`config.mk`:
```
export PLATFORM = sky130hd
export DESIGN_NAME = acc_array
export DESIGN_NICKNAME = d
export VERILOG_FILES = /design/src/rtl/acc_array.sv
export SDC_FILE = /design/constraint.sdc
export NUM_CORES = 1
export LEC_CHECK = 0
export BUFFER_PORTS_ARGS = -buffer_cell sky130_fd_sc_hd__buf_2
export CAP_MARGIN = 25
export CORE_UTILIZATION = 55
export CTS_CLUSTER_SIZE = 40
export DETAILED_ROUTE_END_ITERATION = 12
export GPL_TIMING_DRIVEN = 0
export PLACE_DENSITY = 0.86
export SYNTH_ARGS = -nofsm -noshare
export SYNTH_HDL_FRONTEND = slang
export SYNTH_SLANG_ARGS = --single-unit
```
`constraint.sdc`:
```
create_clock -name clk -period 13.7 [get_ports clk]
set_input_delay 2.74 -clock clk [delete_from_list [all_inputs] [get_ports clk]]
set_output_delay 2.74 -clock clk [all_outputs]
set_load 0.02 [all_outputs]
```
`src/rtl/acc_array.sv`:
```
// Accumulator array: LINES lanes each reduce TAPS signed products per beat. CONV layers
// accumulate over a channel group; SUB layers emit every beat. Define ACC_SAT_EN to saturate.
module acc_array #(
    parameter int LINES  = 5,
    parameter int TAPS   = 5,
    parameter int M_BW   = 16,
    parameter int AK_BW  = 20,
    parameter int CH_MAX = 16,
    parameter int CH_BW  = $clog2(CH_MAX + 1)
) (
    input  logic                         clk,
    input  logic                         rst,
    input  logic [2:0]                   i_layer_state,
    input  logic [CH_BW-1:0]             i_num_ch,
    input  logic                         i_valid,
    output logic                         o_ready,
    input  logic [M_BW*TAPS*LINES-1:0]   i_mul_result,
    output logic                         o_valid,
    input  logic                         i_ready,
    output logic [AK_BW*LINES-1:0]       o_acc_kernel
);

    // Headroom for the tap sum and the accumulate step before clamping back to AK_BW.
    localparam int LS_W = AK_BW + $clog2(TAPS) + 2;

    typedef enum logic [1:0] {
        MODE_IDLE = 2'd0,
        MODE_CONV = 2'd1,
        MODE_SUB  = 2'd2
    } mode_t;

    mode_t                    r_mode;
    mode_t                    mode_next;
    logic [CH_BW-1:0]         cnt;
    logic [CH_BW-1:0]         r_num;
    logic [CH_BW-1:0]         num_eff;
    logic [AK_BW*LINES-1:0]   acc;
    logic [AK_BW*LINES-1:0]   acc_next;
    logic [AK_BW*LINES-1:0]   lane_sum;
    logic signed [LS_W-1:0]   wide;
    logic signed [AK_BW-1:0]  lsat;
    logic signed [AK_BW-1:0]  base;
    logic                     fire;
    logic                     last;
    logic                     mode_change;

    function automatic logic signed [AK_BW-1:0] clamp(input logic signed [LS_W-1:0] x);
`ifdef ACC_SAT_EN
        logic signed [LS_W-1:0] hi;
        logic signed [LS_W-1:0] lo;
        hi = LS_W'({1'b0, {(AK_BW-1){1'b1}}});
        lo = -hi - LS_W'(1);
        if (x > hi)
            clamp = AK_BW'(hi);
        else if (x < lo)
            clamp = AK_BW'(lo);
        else
            clamp = AK_BW'(x);
`else
        clamp = AK_BW'(x);
`endif
    endfunction

    always_comb begin
        mode_next = MODE_IDLE;
        case (i_layer_state)
            3'b001, 3'b011, 3'b101: mode_next = MODE_CONV;
            3'b010, 3'b100:         mode_next = MODE_SUB;
            default:                mode_next = MODE_IDLE;
        endcase
    end

    assign mode_change = (mode_next != r_mode);
    assign o_ready     = (r_mode != MODE_IDLE) && (!o_valid || i_ready);
    assign fire        = i_valid && o_ready;

    // The first beat of a group decides its length from the live input, not the stale latch.
    always_comb begin
        num_eff = r_num;
        if (cnt == '0)
            num_eff = (i_num_ch == '0) ? CH_BW'(1) : i_num_ch;
    end

    assign last = (cnt == num_eff - CH_BW'(1));

    always_comb begin
        lane_sum = '0;
        acc_next = '0;
        wide     = '0;
        lsat     = '0;
        base     = '0;
        for (int unsigned l = 0; l < LINES; l++) begin
            wide = '0;
            for (int unsigned t = 0; t < TAPS; t++)
                wide = wide + LS_W'($signed(i_mul_result[(l*TAPS+t)*M_BW +: M_BW]));
            lsat = clamp(wide);
            lane_sum[l*AK_BW +: AK_BW] = lsat;
            base = (cnt == '0) ? '0 : $signed(acc[l*AK_BW +: AK_BW]);
            acc_next[l*AK_BW +: AK_BW] = clamp(LS_W'(base) + LS_W'(lsat));
        end
    end

    always_ff @(posedge clk) begin
        if (rst) begin
            r_mode       <= MODE_IDLE;
            cnt          <= '0;
            r_num        <= '0;
            acc          <= '0;
            o_valid      <= 1'b0;
            o_acc_kernel <= '0;
        end else begin
            r_mode <= mode_next;
            if (o_valid && i_ready)
                o_valid <= 1'b0;
            if (fire) begin
                if (r_mode == MODE_SUB) begin
                    o_acc_kernel <= lane_sum;
                    o_valid      <= 1'b1;
                    cnt          <= '0;
                end else begin
                    if (cnt == '0)
                        r_num <= num_eff;
                    acc <= acc_next;
                    if (last) begin
                        o_acc_kernel <= acc_next;
                        o_valid      <= 1'b1;
                        cnt          <= '0;
                    end else begin
                        cnt <= cnt + CH_BW'(1);
                    end
                end
            end
            // A beat taken on the switching edge still completes; only the partial group is dropped.
            if (mode_change) begin
                cnt <= '0;
                acc <= '0;
            end
        end
    end

endmodule
```
# Word level (Yosys, flattened, before mapping)
# Cells that the tools add are included.
dict set report totals {
  out_inout_bits 102
  regBits 213
  word_cells 73
  in_bits 412
}
dict set report classes {
  n_eq_ne 8
  bitwise_logic 1
  reduce_logical 15
  addsub 27
  muxes 16
}
# op n
set ops {}
lappend ops {{$mux 100} 2}
lappend ops {{$add 19x16->20} 5}
lappend ops {{$add 20x20->20} 5}
lappend ops {{$mux 20} 5}
lappend ops {{$add 18x16->19} 5}
lappend ops {{$add 17x16->18} 5}
lappend ops {{$add 16x16->17} 5}
lappend ops {{$mux 5} 4}
lappend ops {{$logic_not 5->1} 2}
lappend ops {{$eq 3x2->1 const B} 2}
lappend ops {{$eq 3x3->1 const B} 2}
lappend ops {{$add 5x1->5 const B} 1}
lappend ops {{$eq 5x5->1} 1}
lappend ops {{$sub 5x1->5 const B} 1}
lappend ops {{$mux 1} 4}
lappend ops {{$pmux 2 s2} 1}
lappend ops {{$reduce_and 2->1} 2}
lappend ops {{$reduce_bool 2->1} 2}
lappend ops {{$reduce_or 2->1} 2}
lappend ops {{$eq 3x1->1 const B} 1}
lappend ops {{$logic_and 1x1->1} 3}
lappend ops {{$reduce_and 3->1} 1}
lappend ops {{$reduce_or 3->1} 1}
lappend ops {{$eq 2x2->1 const B} 1}
lappend ops {{other kinds (4)} 4}

# Logic depth before layout (Yosys ltp)
dict set report depth {
  word_depth 8
  depth_mapped 25
  ltp_nobuf 25
}

# Least setup slack after synthesis
# No wires, ideal clock.
dict set report synth_timing {
  path_type {input -> register}
  startpoint {input port i_mul_result[241]}
  endpoint {register o_acc_kernel[79]}
  path_buffers 0
  arrival_ns 8.111
  required_time_ns 13.630
  setup_ns 0.070
  setup_slack_ns 5.518
  path_stages 24
  path_cell_list {inv_1 fa_1 fa_1 inv_1 fa_1 ha_1 fa_1 a211oi_1 o21bai_1 a21o_1 a21o_1 a21oi_1 o21bai_1 xor2_1 ha_1 and4_1 and2_1 a221oi_1 a21oi_1 or3_1 a31oi_1 xor2_1 nand2_1 a21oi_1}
}
dict set report synth_between {
  elab_chain_len 7
}
# item line
set synth_lines {}
lappend synth_lines {{start: declaration} 17} ;# input logic [M_BW*TAPS*LINES-1:0] i_mul_result,
lappend synth_lines {{$add 16x16->17 *} 95} ;# wide = wide + LS_W'($signed(i_mul_result[(l*TAPS+t)*M_BW +: M_BW]));
lappend synth_lines {{$add 17x16->18 *} 95}
lappend synth_lines {{$add 18x16->19 *} 95}
lappend synth_lines {{$add 19x16->20 *} 95}
lappend synth_lines {{$add 20x20->20} 99} ;# acc_next[l*AK_BW +: AK_BW] = clamp(LS_W'(base) + LS_W'(lsat));
lappend synth_lines {{$mux 100} 124} ;# if (last) begin
lappend synth_lines {{$mux 100 *} 116} ;# if (r_mode == MODE_SUB) begin
lappend synth_lines {{end signal: assignment} 117} ;# o_acc_kernel <= lane_sum;
lappend synth_lines {{end signal: assignment} 125} ;# o_acc_kernel <= acc_next;
lappend synth_lines {{end: declaration} 20} ;# output logic [AK_BW*LINES-1:0] o_acc_kernel
# Mark *: on every way between the ends. The rest lies on a longest branch, timed or not. The select of a mux whose other input is x is not followed.
# A chain may end at the register's enable or synchronous reset.

# Worst setup path in the final report
# Ends and elaborated chain as after synthesis.

==> metrics.txt <==
# TYPE chip_impl_metric gauge
chip_impl_info{name="status",value="complete, no violations"} 1
chip_impl_metric{name="placementRows",unit=""} 78
chip_impl_metric{name="post_synth_num_cell_types",unit=""} 75
chip_impl_metric{name="synthesis.area",unit="µm²"} 25200
chip_impl_metric{name="grt_pass1_vias",unit=""} 23564
chip_impl_metric{name="ctsResizeCount",unit=""} 0
chip_impl_metric{name="cts.htree.levels",unit=""} 1
chip_impl_metric{name="routed_via_density",unit=""} 5.45
chip_impl_metric{name="final_min_period_over_clock_period",unit=""} 0.625
chip_impl_metric{name="max_cap_viol_count",unit=""} 0
chip_impl_metric{name="synth_enable_flop_cells",unit=""} 0
chip_impl_metric{name="setup_violation_total_in_the_final_timing_report",unit=""} 0
chip_impl_metric{name="detailedRoute.firstPassIterationCount",unit=""} 8
chip_impl_info{name="unrepaired_setup_endpoints_after_global_routing",value="false"} 1
chip_impl_metric{name="data_arrival_time_of_the_critical_path",unit="ps"} 9020
chip_impl_metric{name="filler_cell_count",unit=""} 3987
chip_impl_metric{name="dieWidth",unit="µm"} 216
chip_impl_metric{name="detail_route.wirelength",unit="µm"} 76700
chip_impl_info{name="holdCritPathClass",value="reg2reg"} 1
chip_impl_metric{name="number_of_buffers_inserted_to_repair_setup_after_cts",unit=""} 0
chip_impl_info{name="postSynth.topFlopCell",value="sky130_fd_sc_hd__dfxtp_1"} 1
chip_impl_metric{name="hold-worst-slack",unit="ps"} 446
chip_impl_metric{name="grt_first_pass_wirelength",unit="µm"} 120000
chip_impl_metric{name="dieArea",unit="µm²"} 46600
chip_impl_metric{name="dp.final_hpwl",unit="µm"} 61900
chip_impl_metric{name="fraction_of_final_layout_cells_sized_beyond_drive_strength_1",unit=""} 0.157
chip_impl_metric{name="rrSetupSlack",unit="ps"} 8430
chip_impl_metric{name="routed-via-count",unit=""} 24076
chip_impl_metric{name="postSynth.asyncResetShare",unit=""} 0
chip_impl_metric{name="yosysSeqAreaShare",unit=""} 0.169
chip_impl_metric{name="core",unit="µm²"} 45300
chip_impl_metric{name="period_needed",unit="ps"} 8570
chip_impl_metric{name="globalRouteOverflowTotal",unit=""} 0
chip_impl_metric{name="drt_drc_violations_left",unit=""} 0
chip_impl_metric{name="initial_antenna_violation_count",unit=""} 3
chip_impl_metric{name="wire_per_inst",unit="µm"} 17.4
chip_impl_metric{name="detail-route-antenna-nets",unit=""} 0
chip_impl_metric{name="globalplace.congestion",unit=""} 0.996
chip_impl_metric{name="final_max_slew_viol_count",unit=""} 0
chip_impl_metric{name="critical-path-max-stage-delay",unit="ps"} 510
chip_impl_metric{name="final_hold_violation_count",unit=""} 0
chip_impl_metric{name="fin_tns_setup",unit="ps"} 0
chip_impl_metric{name="worst_clock_skew",unit="ps"} 13.2
chip_impl_info{name="startpoint_types",value="input pin"} 1
chip_impl_metric{name="cts_made_buffers",unit=""} 25
chip_impl_metric{name="place_ws",unit="ps"} 4700
chip_impl_metric{name="synth-warning-count",unit=""} 0
chip_impl_metric{name="worstSkewPairLatency",unit="ps"} 540
chip_impl_metric{name="cts-root-to-sink-buffers",unit=""} 3
chip_impl_metric{name="track_usage",unit=""} 0.324
chip_impl_metric{name="detail_route.iter0.violations",unit=""} 1866
chip_impl_metric{name="worstPathMaxFanout",unit=""} 5
chip_impl_metric{name="worstMarginPinSlew",unit="ps"} 1250
chip_impl_metric{name="syn-instance-count",unit=""} 3263
chip_impl_metric{name="design_power_total",unit="µW"} 5150
chip_impl_metric{name="leak_pwr",unit="µW"} 0.0158
chip_impl_info{name="mostFrequentLayoutCells",value="sky130_fd_sc_hd__inv_1, sky130_fd_sc_hd__buf_2, sky130_fd_sc_hd__nand2_1"} 1
chip_impl_info{name="clock_tree_from_tritoncts",value="yes"} 1
chip_impl_metric{name="fp.dieH",unit="µm"} 216
chip_impl_info{name="most_frequent_standard_cell_in_the_layout_excluding_fill_and_tap_cells",value="sky130_fd_sc_hd__inv_1"} 1
chip_impl_info{name="cp_common_cell",value="sky130_fd_sc_hd__fa_1"} 1
chip_impl_metric{name="clock_sinks",unit=""} 213
chip_impl_metric{name="finish.net_count",unit=""} 4668
chip_impl_metric{name="floorplan.io_pins",unit=""} 514
chip_impl_metric{name="cts.reportedPaths.clkPinSlew",unit="ps"} 60
chip_impl_metric{name="synth_fp_nets",unit=""} 4128
chip_impl_metric{name="grt_max_degree",unit=""} 13
chip_impl_info{name="crit_slowest_cell",value="sky130_fd_sc_hd__fa_1"} 1
chip_impl_metric{name="initial_core_util",unit=""} 0.556
chip_impl_metric{name="numPortBuffers",unit=""} 512
chip_impl_metric{name="postSynthAreaPerCell",unit="µm²"} 7.72
chip_impl_metric{name="cts.hold.buffers_added",unit=""} 0
chip_impl_metric{name="maxSlewHeadroom",unit=""} 0.159
chip_impl_metric{name="max_freq",unit="MHz"} 117
chip_impl_metric{name="power_per_cell_area",unit="nW/µm²"} 175
chip_impl_info{name="ctsRootBufferMaster",value="sky130_fd_sc_hd__clkbuf_16"} 1
chip_impl_metric{name="post-route-worst-setup-slack",unit="ps"} 5130
chip_impl_info{name="worstSetupPathType",value="in2reg"} 1
chip_impl_info{name="worst_setup_path_end_kind",value="register"} 1
chip_impl_metric{name="synth.ff_latch_count",unit=""} 213
chip_impl_metric{name="required",unit="ps"} 14160
chip_impl_metric{name="vdd_ir_drop_max",unit="V"} 0.0000984
chip_impl_metric{name="flow.area_growth_from_synthesis",unit="%"} 16.6
stage by stage:
| step | utilization | instances | instance area, µm² |
|---|---|---|---|
| after floorplan | - | 3263 | 25200 |
| after global placement | 0.629 | 4375 | 28500 |
| after detailed placement | 0.629 | 4376 | 28500 |
| after CTS | 0.648 | 4419 | 29300 |
| after global routing | 0.648 | 4420 | 29400 |
| final | 0.648 | 4421 | 29400 |
critical path, delay by kind of cell:
family | cells | cell delay (ps)
buffers and inverters | 3 | 160
AND/OR/NAND/NOR | 4 | 940
XOR/XNOR | 2 | 470
adder cells (fa/ha/maj) | 6 | 2520
AO/OA/AOI/OAI | 10 | 2190
state kept, by name, summed over array words and instances, names as in the netlist:
signal	flops
acc	100
o_valid	1
r_num	5
o_acc_kernel	100
cnt	5
r_mode	2
final timing paths:
| path | startpoint | to | depth (start not counted) |
|---|---|---|---|
| setup / recovery | i_mul_result[241] | o_acc_kernel[79] | 25 |
| hold / removal | o_acc_kernel[57] | o_acc_kernel[57] | 2 |
| setup reg to reg | cnt[0] | o_acc_kernel[59] | 18 |
| hold reg to reg | o_acc_kernel[57] | o_acc_kernel[57] | 2 |
per-layer routing:
metal  vias up  part of all wire  GRT usage
met3       236             0.097     0.0717
li1      11472                 -          -
met5         -           0.00017          0
met1     11348              0.39      0.390
met4         2             0.055      0.151
met2      1018              0.46      0.550
area by class of cell:
class | count | area, µm² | area share
Antenna cell | 2 | 5.00 | 0.000170
Tap cell | 600 | 751 | 0.0256
Buffer | 105 | 453 | 0.0154
Clock buffer | 38 | 774 | 0.0264
Clock inverter | 5 | 75.1 | 0.00256
Inverter | 778 | 2920 | 0.0995
Sequential cell | 213 | 4260 | 0.145
Multi-Input combinational cell | 2167 | 17500 | 0.598
Timing Repair Buffer | 513 | 2570 | 0.0875
where the power goes:
part | internal (µW) | switching, µW | leakage (µW)
clock | 423 | 277 | 0.000424
combinational | 1490 | 2300 | 0.0136
sequential | 642 | 10.8 | 0.00172
total | 2550 | 2590 | 0.0158
kinds of logic after synthesis:
family          Yosys count  synth area share
compound gates          653             0.168
xor+xnor                169            0.0588
fa+ha+maj               453             0.301
buf+inv                 883             0.134
flops                   213             0.169
mux                      10           0.00422
simple gates            882             0.164
cell usage after synthesis (all sizes together), types with 53 or more instances:
library cell,n,share of area
inv,778,0.12
nand2,300,0.045
fa,255,0.20
nor2,235,0.035
a21oi,232,0.046
dfxtp,213,0.17
ha,198,0.098
and2,114,0.028
xnor2,105,0.037
o21ai,92,0.018
clkbuf,71,0.011
xor2,64,0.022
a21o,60,0.018
a211oi,53,0.016
Note: power is estimated with default switching activity, not from simulation.
